**src/rtl/bus_mux.sv**
```systemverilog
// bus_mux: registered 15-source data-bus selector with one-hot source tag
module bus_mux #(
   parameter int DATA_W = 8
) (
   input  logic              Clk,
   input  logic              Rst_n,
   input  logic [3:0]        mux_sel,
   input  logic [DATA_W-1:0] MEM,
   input  logic [DATA_W-1:0] AR,
   input  logic [DATA_W-1:0] DR,
   input  logic [DATA_W-1:0] RP,
   input  logic [DATA_W-1:0] RT,
   input  logic [DATA_W-1:0] RM1,
   input  logic [DATA_W-1:0] RK1,
   input  logic [DATA_W-1:0] RN1,
   input  logic [DATA_W-1:0] RM2,
   input  logic [DATA_W-1:0] RK2,
   input  logic [DATA_W-1:0] RN2,
   input  logic [DATA_W-1:0] C1,
   input  logic [DATA_W-1:0] C2,
   input  logic [DATA_W-1:0] C3,
   input  logic [DATA_W-1:0] AC,
   output logic [DATA_W-1:0] Bus_select,
   output logic [14:0]       Bus_src
);
   logic [DATA_W-1:0] src [16];
   logic [DATA_W-1:0] bus_nxt;
   logic [14:0]       src_nxt;
   // Source table indexed by select code; slot 15 is the idle all-zero value
   always_comb begin
      src[0]  = MEM;
      src[1]  = AR;
      src[2]  = DR;
      src[3]  = RP;
      src[4]  = RT;
      src[5]  = RM1;
      src[6]  = RK1;
      src[7]  = RN1;
      src[8]  = RM2;
      src[9]  = RK2;
      src[10] = RN2;
      src[11] = C1;
      src[12] = C2;
      src[13] = C3;
      src[14] = AC;
      src[15] = '0;
   end
   assign bus_nxt = src[mux_sel];
   assign src_nxt = (mux_sel == 4'hF) ? 15'd0 : 15'd1 << mux_sel;
   // Bus output register, refreshed every edge, cleared asynchronously
   always_ff @(posedge Clk or negedge Rst_n) begin
      if (!Rst_n) begin
         Bus_select <= '0;
         Bus_src    <= '0;
      end else begin
         Bus_select <= bus_nxt;
         Bus_src    <= src_nxt;
      end
   end
endmodule

```
**config.mk**
```make
export PLATFORM = sky130hd
export DESIGN_NAME = bus_mux
export DESIGN_NICKNAME = d
export VERILOG_FILES = /design/src/rtl/bus_mux.sv
export SDC_FILE = /design/constraint.sdc
export NUM_CORES = 1
export LEC_CHECK = 0
export CAP_MARGIN = 0
export CELL_PAD_IN_SITES_DETAIL_PLACEMENT = 1
export CELL_PAD_IN_SITES_GLOBAL_PLACEMENT = 2
export CORE_MARGIN = 3
export CORE_UTILIZATION = 18
export CTS_CLUSTER_SIZE = 24
export DETAILED_ROUTE_END_ITERATION = 6
export PLACE_DENSITY = 0.8
export SLEW_MARGIN = 10
export SYNTH_ARGS = -nofsm -noshare
export SYNTH_HDL_FRONTEND = slang
export SYNTH_SLANG_ARGS = --single-unit
```
**constraint.sdc**
```tcl
create_clock -name Clk -period 0.8 [get_ports Clk]
set_input_delay 0.08 -clock Clk [delete_from_list [all_inputs] [get_ports Clk]]
set_output_delay 0.08 -clock Clk [all_outputs]
set_load 0.05 [all_outputs]
```
==> flow_summary_export.csv, run 1 <==
group,metric,value,unit
layout,areaGrowthSynthToFinish,121,%
placed_design,port_buffers,148,
cts,tritoncts,"built",
detailed_routing,drt_iter0_markers,38,
global_routing,grt_pass1_wl,11900,um
critical_path,crit_required,0.99,ns
cts,cts-hold-fix-buffers,0,
worst_hold_path,hold_path.class,"primary input to async pin",
pwr,peakVddDrop,0.000500,V
sta,finalHoldViolCount,0,
detailed_routing,first_pass_iters,4,
synthesis,yosysSeqAreaShare,0.328,
floorplan,start_util,0.187,
global_routing,grt_pass1_vias,2095,
outcome,violations,"negative setup slack",
layout,post-route-util,0.414,
cts,htree_num_levels,1,
floorplan,rows,35,
sta,period_share,1.20,
cts,clk_path_buf_depth,2,
pwr,powerDensity,1020,mW/mm2
placed_design,gp_congestion,0.734,
pwr,p_switching,0.00124,W
floorplan,ioPinCount,149,
outcome,status,"finished, violations left",
detailed_routing,wl_per_cell,18.1,um
pwr,power_switching_share,0.314,
detailed_routing,via_per_inst,4.30,
floorplan,die_w,105,um
layout,finalNonFillerCells,422,
placed_design,pre_cts_ws,-0.898,ns
critical_path,path_max_fanout,7,
sta,setup_viol,31,
pwr,seqPwrFrac,0.330,
sta,period_minus_slack,0.959,ns
critical_path,end_kind,"flip-flop",
synthesis,yosysWarnings,0,
cts,clockRootBuffer,"clkbuf_8",
sta,tightest_slew,0.321,ns
detailed_routing,drt-total-wl,7630,um
sta,fin_ws,-0.159,ns
flow_run,maxCapViolCount,0,
sta,relSlewSlack,0.786,
synthesis,syn-instance-count,132,
layout,multi_input_area,0.00118,mm2
detailed_routing,dr_total_vias,1813,
cts,cts.sinks,23,
synthesis,ys_top_cells_by_area,"dfrtp_1 33%, mux4_2 31%, mux2i_1 14%",
pwr,power_frac_clock,0.182,
global_routing,gr-total-overflow,0,
global_routing,grt_usage,0.139,
layout,seqCellArea,576,um2
pwr,p_int,0.00271,W
synthesis,synth_seq_cells,23,
sta,fmax,1.04,GHz
global_routing,grt_max_degree,24,
synthesis,synth_fp_nets,258,
synthesis,avgSynthCellArea,13.3,um2
synthesis,yosysTopAreaCell,"dfrtp_1",
cts,cts.clk_slew.worst_paths,0.08,ns
cts,cts_buffers,3,
critical_path,crit_type,"primary input to flip-flop",
layout,nets,419,
floorplan,dieHeight,105,um
synthesis,synth_top_area_frac,0.328,
detailed_routing,drtAntennaViolNets,0,
sta,rsz0062_at_grt,"true",
synthesis,synth.distinct_cells,20,
pwr,static-leakage-power,1.78,nW
floorplan,die_area,0.0110,mm2
critical_path,crit_end,"Bus_select[3]",
pwr,pwr-share-comb,0.488,
layout,fillers,1073,
placed_design,dp_cells,410,
critical_path,startpoint_type,"primary input",
layout,drive_above_1_share,0.349,
floorplan,fp.coreArea,0.00937,mm2
synthesis,netlist_area,0.00175,mm2
detailed_routing,drc,0,
global_routing,antenna_found_initial,1,
critical_path,critPathLaunch,"mux_sel[1]",
critical_path,cp.arrival,1.15,ns
placed_design,hpwl,6320,um
sta,drv_slew,0,
-- how the worst min path moves through the flow --
stage / from / end / cells after the start
4_1_cts: Rst_n / Bus_src[3] / 2
3_5_place_dp: Rst_n / Bus_src[3] / 2
5_1_grt: Rst_n / Bus_src[4] / 2
6_report: Rst_n / Bus_src[3] / 2
2_1_floorplan: Rst_n / Bus_select[0] / 0
3_3_place_gp: Rst_n / Bus_src[3] / 2
-- cells in the final DEF (no fill, tap or decap), types with 5 or more instances in the layout --
master	instances
mux4_2	24
buf_16	5
nor2_1	8
mux2i_1	22
a22oi_2	7
buf_4	7
nand2b_4	6
dfrtp_1	23
dlygate4sd2_1	120
buf_12	30
-- synthesized netlist by cell type (all sizes together) --
master,number
mux2i,24
mux4,24
dfrtp,23
buf,12
nand2b,11
nor2,9
a22oi,8
o21ai,8
nor3,6
nand2,3
clkbuf,1
inv,1
nor2b,1
nor4,1
-- state kept, by name, summed over array words and instances, names as in the netlist --
| name | cells |
|---|---|
| Bus_select | 8 |
| Bus_src | 15 |
-- cell families after synthesis --
logic type,share of synthesized area
buf+inv,0.0706
flops,0.328
simple gates,0.0991
compound gates,0.0571
mux,0.445
-- critical path, stage by stage --
cell	delay (ns)
buf_16	0.14
buf_8	0.14
nand2b_2	0.16
mux4_2	0.49
o21ai_1	0.14
-- cell type report --
type                       instances  share of cell area
timing repair buffer             169               0.493
multi-input combinational         95               0.303
sequential                        23               0.148
tap                              129              0.0416
clock buffer                       3              0.0106
clock inverter                     1             0.00129
inverter                           1            0.000967
antenna                            1            0.000645
-- metal layers --
| metal | share of wire | vias to the layer above | GRT usage |
|---|---|---|---|
| met5 | 0 | - | 0 |
| met4 | 0.0055 | 0 | 0.0197 |
| met3 | 0.076 | 4 | 0.0340 |
| met2 | 0.52 | 84 | 0.254 |
| met1 | 0.40 | 888 | 0.169 |
| li1 | - | 837 | - |
-- through the flow --
stage / hold slack (ns) / cell area (um2) / total power, W / TNS, ns
floorplan: -0.216 / 1780 / 0.00210 / -2.39
global placement: 0.444 / 3660 / 0.00324 / -12.01
detailed placement: 0.456 / 3660 / 0.00327 / -12.86
CTS: 0.165 / 3820 / 0.00394 / -3.88
global route: 0.166 / 3880 / 0.00414 / -4.42
finish: 0.158 / 3880 / 0.00394 / -3.51
-- what timing repair did --
item                       CTS  global route
setup endpoints to repair   46            38
cloned                       4             0
buffers inserted             3             0
gates resized for setup    153            16
pin swaps                   16            10
-- power by group through the flow --
stage	clock, W	combinational (W)	sequential (W)
detailed placement	0	0.00194	0.00133
floorplan	0	0.000561	0.00154
global placement	0	0.00192	0.00133
global route	0.000792	0.00204	0.00131
finish	0.000718	0.00192	0.00130
CTS	0.000739	0.00189	0.00130
(Power assumes the default switching activity.)
==> run 2: changes to the inputs <==
PLACE_DENSITY = not set   (was 0.8)
PLACE_DENSITY_LB_ADDON = 0.1   (was not set)
==> run 2 against run 1 <==
Highest routed layer unchanged. Critical path type unchanged. Sequential share of layout area up 0.29 points. Maximum frequency up 0.88%. Hold slack better by 0.019 ns. Clock power down 3%. Count of clock-buffer cells in the layout unchanged. The flow still finishes with violations (negative setup slack).
==> flow_summary_export.csv, run 2 (synthesis results as in run 1) <==
group,metric,value,unit
cts,cts-hold-fix-buffers,0,
sta,relSlewSlack,0.680,
detailed_routing,dr_total_vias,1777,
outcome,status,"finished, violations left",
detailed_routing,wl_per_cell,17.1,um
layout,top_regs,"Bus_src (15), Bus_select (8)",
detailed_routing,first_pass_iters,4,
critical_path,startpoint_type,"primary input",
critical_path,cp.arrival,1.10,ns
detailed_routing,drt-total-wl,7210,um
floorplan,start_util,0.187,
critical_path,path_max_fanout,6,
layout,final_common_cell,"dlygate4sd2_1",
floorplan,ioPinCount,149,
layout,top_register,"Bus_src",
cts,cts.clk_slew.worst_paths,0.08,ns
critical_path,crit_family,"multiplexers",
layout,largest_reg_flops,15,
placed_design,hpwl,6210,um
cts,clockRootBuffer,"clkbuf_8",
cts,htree_num_levels,1,
detailed_routing,drt_iter0_markers,28,
cts,cts_buffers,3,
critical_path,cp_num_buf_inv,2,
floorplan,die_area,0.0110,mm2
cts,tritoncts,"built",
sta,fmax,1.05,GHz
worst_hold_path,hold_path.class,"primary input to async pin",
floorplan,dieHeight,105,um
global_routing,grt_max_degree,24,
placed_design,gp_congestion,0.680,
detailed_routing,drc,0,
critical_path,end_kind,"flip-flop",
critical_path,critPathLaunch,"mux_sel[0]",
sta,tightest_slew,0.480,ns
global_routing,gr-total-overflow,0,
sta,rsz0062_at_grt,"true",
global_routing,antenna_found_initial,2,
critical_path,cp_slowest_cell,"mux4_2",
sta,holdWs,0.177,ns
critical_path,crit_end,"Bus_select[3]",
critical_path,crit_path_frequent_cell,"buf_12",
sta,setup_viol,31,
detailed_routing,drtAntennaViolNets,0,
pwr,power,0.00386,W
critical_path,crit_required,0.95,ns
floorplan,rows,35,
critical_path,crit_cells,5,
flow_run,maxCapViolCount,0,
cts,cts.sinks,23,
layout,drive_above_1_share,0.324,
layout,layout_common_cells,"121 x dlygate4sd2_1, 29 x buf_12, 24 x mux4_2, 23 x dfrtp_1, 23 x mux2i_1",
detailed_routing,via_per_inst,4.22,
critical_path,crit_type,"primary input to flip-flop",
global_routing,grt_pass1_vias,2017,
sta,period_minus_slack,0.950,ns
layout,fillers,1072,
pwr,static-leakage-power,1.76,nW
placed_design,pre_cts_ws,-0.810,ns
sta,period_share,1.19,
placed_design,port_buffers,148,
outcome,violations,"negative setup slack",
cts,clk_path_buf_depth,2,
floorplan,die_w,105,um
sta,fin_ws,-0.150,ns
cts,post-cts-setup-buffer-count,0,
layout,areaGrowthSynthToFinish,117,%
critical_path,cpPeakStageDelay,0.54,ns
pwr,powerDensity,1010,mW/mm2
sta,finalHoldViolCount,0,
layout,nets,417,
pwr,peakVddDrop,0.000522,V
critical_path,crit_path_cell_trace,"buf_12 -> buf_12 -> mux4_2 -> a22oi_2 -> o21ai_1",
global_routing,grt_usage,0.131,
global_routing,grt_pass1_wl,11300,um
floorplan,fp.coreArea,0.00937,mm2
sta,drv_slew,0,
[run 2: changes by cell type in the layout (fill, tap and decap cells not counted), sizes merged]
cell | previous run | this run
bufbuf | 0 | 2
clkbuf | 4 | 3
buf | 46 | 43
clkdlybuf4s15 | 1 | 0
diode | 1 | 2
dlygate4sd2 | 120 | 121
[run 2: per-layer routing]
layer | vias up | share of wire | track usage
li1 | 839 | - | -
met4 | 0 | 0.0037 | 0.0197
met2 | 77 | 0.55 | 0.252
met3 | 2 | 0.067 | 0.0296
met1 | 859 | 0.38 | 0.150
met5 | - | 0 | 0
[run 2: stage by stage]
stage,std cells,instance area (um2),setup TNS [ns],util
2_1_floorplan,132,1780,-2.39,-
3_3_place_gp,411,3660,-12.41,0.391
3_5_place_dp,411,3660,-12.54,0.391
4_1_cts,419,3750,-3.84,0.400
5_1_grt,421,3810,-4.36,0.406
6_report,421,3810,-3.32,0.406
[run 2: cell type report]
type                       count  area, um2  area share
antenna                        2       5.00     0.00131
clock buffer                   3       41.3      0.0108
clock inverter                 1       5.00     0.00131
inverter                       1       3.75    0.000986
multi-input combinational     95       1130       0.297
sequential                    23        576       0.151
tap                          129        161      0.0424
timing repair buffer         167       1880       0.495
[run 2: power breakdown]
| group | switching, W | internal [W] | total (W) |
|---|---|---|---|
| clock | 0.000351 | 0.000347 | 0.000698 |
| sequential | 0.0000634 | 0.00124 | 0.00130 |
| combinational | 0.000761 | 0.00110 | 0.00186 |
[run 2: repair_timing]
item                                    in CTS  in global routing
pin swaps                                   16                  9
gates cloned                                 4                  0
gates resized for setup                    148                 11
hold endpoints to repair                     0                  0
endpoints found under the setup margin      46                 32
[run 2: worst min path at each step]
| stage | startpoint | endpoint |
|---|---|---|
| floorplan | Rst_n | Bus_select[0] |
| global placement | Rst_n | Bus_select[6] |
| detailed placement | Rst_n | Bus_src[1] |
| CTS | Rst_n | Bus_src[1] |
| global route | Rst_n | Bus_select[2] |
| finish | Rst_n | Bus_select[6] |
==> run 3: changes to the inputs <==
RECOVER_POWER = 50   (was not set)
==> run 3 against run 2 <==
First-iteration DRC count is the same. Clock power is essentially flat. Die area is the same. Routed wire length is essentially flat. Highest routed layer unchanged. Largest cell class unchanged. Power shrank 0.26%. The flow still finishes with violations (negative setup slack). Count of clock-buffer cells in the layout is the same. Critical endpoint unchanged. Maximum frequency grew 0.18%.
==> flow_summary_export.csv, run 3 (synthesis results as in run 1) <==
group,metric,value,unit
floorplan,die_area,0.0110,mm2
cts,clk_path_buf_depth,2,
global_routing,grt_max_degree,24,
global_routing,use_met2,0.252,
cts,tritoncts,"built",
cts,cts.clk_slew.worst_paths,0.08,ns
sta,setup_viol,31,
flow_run,maxCapViolCount,0,
pwr,power,0.00385,W
sta,period_minus_slack,0.948,ns
outcome,status,"finished, violations left",
critical_path,cp_slowest_cell,"mux4_2",
layout,drive_above_1_share,0.324,
floorplan,die_w,105,um
pwr,static-leakage-power,1.75,nW
cts,cts_buffers,3,
global_routing,busiest_layer,"met2",
critical_path,crit_path_cell_trace,"buf_12 -> buf_12 -> mux4_2 -> a22oi_2 -> o21ai_1",
critical_path,crit_path_frequent_cell,"buf_12",
sta,rsz0062_at_grt,"true",
critical_path,cp.arrival,1.09,ns
layout,final_common_cell,"dlygate4sd2_1",
layout,top_register,"Bus_src",
layout,fillers,1074,
placed_design,place_area,0.00366,mm2
detailed_routing,first_pass_iters,4,
critical_path,cpPeakStageDelay,0.54,ns
sta,period_share,1.19,
critical_path,end_kind,"flip-flop",
layout,design_area,0.00379,mm2
placed_design,port_buffers,148,
detailed_routing,drtAntennaViolNets,0,
detailed_routing,drt-total-wl,7210,um
critical_path,crit_required,0.95,ns
cts,cts.sinks,23,
placed_design,gp_congestion,0.680,
global_routing,grt_use_met3,0.0296,
global_routing,grt_pass1_wl,11300,um
floorplan,dieHeight,105,um
global_routing,grt_usage,0.131,
detailed_routing,drc,0,
floorplan,ioPinCount,149,
critical_path,path_max_fanout,6,
global_routing,antenna_found_initial,2,
cts,post-cts-setup-buffer-count,0,
worst_hold_path,hold_path.class,"primary input to flip-flop",
layout,layout_common_cells,"121 x dlygate4sd2_1, 28 x buf_12, 24 x mux4_2, 23 x dfrtp_1, 23 x mux2i_1",
layout,areaGrowthSynthToFinish,116,%
floorplan,rows,35,
global_routing,gr-total-overflow,0,
cts,htree_num_levels,1,
outcome,violations,"negative setup slack",
layout,largest_reg_flops,15,
detailed_routing,via_per_inst,4.22,
sta,drv_slew,0,
sta,relSlewSlack,0.613,
floorplan,start_util,0.187,
global_routing,met1_usage,0.150,
sta,fmax,1.05,GHz
cts,clockRootBuffer,"clkbuf_8",
layout,nets,417,
sta,tightest_slew,0.581,ns
detailed_routing,dr_total_vias,1777,
placed_design,hpwl,6210,um
layout,top_regs,"Bus_src (15), Bus_select (8)",
sta,finalHoldViolCount,0,
detailed_routing,drt_iter0_markers,28,
critical_path,startpoint_type,"primary input",
sta,fin_ws,-0.148,ns
critical_path,crit_type,"primary input to flip-flop",
floorplan,fp.coreArea,0.00937,mm2
pwr,peakVddDrop,0.000522,V
detailed_routing,wl_per_cell,17.1,um
pwr,powerDensity,1010,mW/mm2
global_routing,grt_pass1_vias,2017,
[run 3: changes by cell type in the layout (fill, tap and decap cells not counted), sizes merged]
| cell | before | now |
|---|---|---|
| buf | 43 | 42 |
| clkbuf | 3 | 4 |
[run 3: path summary, 6_finish.rpt]
| kind | endpoint | slack, ns | cells after the start | from |
|---|---|---|---|---|
| setup / recovery | Bus_select[3] | -0.15 | 5 | mux_sel[0] |
| hold / removal | Bus_src[9] | 0.23 | 3 | mux_sel[1] |
| max in group asynchronous | Bus_select[5] | 0.14 | 2 | Rst_n |
| min in group asynchronous | Bus_select[6] | 0.28 | 2 | Rst_n |
[run 3: layout make-up]
| type | instances | area, um2 | share of cell area |
|---|---|---|---|
| Clock inverter | 1 | 5.00 | 0.00132 |
| Multi-Input combinational cell | 95 | 1130 | 0.298 |
| Tap cell | 129 | 161 | 0.0425 |
| Timing Repair Buffer | 167 | 1870 | 0.493 |
| Antenna cell | 2 | 5.00 | 0.00132 |
| Clock buffer | 3 | 41.3 | 0.0109 |
| Inverter | 1 | 3.75 | 0.000989 |
| Sequential cell | 23 | 576 | 0.152 |
[run 3: what timing repair did]
item / CTS / global route
cloned: 4 / 0
hold buffers: 0 / 0
setup endpoints to repair: 46 / 32
resized for setup: 148 / 11
pin swaps: 16 / 9
[run 3: metal layers]
| layer | routed length [um] | up-vias |
|---|---|---|
| met2 | 3990 | 77 |
| met1 | 2710 | 859 |
| met4 | 27 | 0 |
| li1 | - | 839 |
| met5 | 0 | - |
| met3 | 480 | 2 |
[run 3: metrics by stage]
step                      utilization  hold WS, ns  cells  TNS [ns]  setup WS (ns)
final                           0.405        0.225    421     -3.32         -0.148
after global routing            0.405        0.222    421     -4.36         -0.172
after detailed placement        0.391        0.445    411    -12.54         -0.810
after floorplan                     -       -0.216    132     -2.39         -0.292
after CTS                       0.400        0.172    419     -3.84         -0.176
after global placement          0.391        0.446    411    -12.41         -0.796
[run 3: critical path, delay by kind of cell]
| kind | cells | cell delay (ns) |
|---|---|---|
| mux | 1 | 0.54 |
| buf+inv | 2 | 0.23 |
| compound gates | 2 | 0.25 |
[run 3: power by group]
part,switching [W],total [W],internal (W)
sequential,0.0000634,0.00130,0.00124
combinational,0.000759,0.00185,0.00109
clock,0.000351,0.000698,0.000347
total,0.00117,0.00385,0.00268
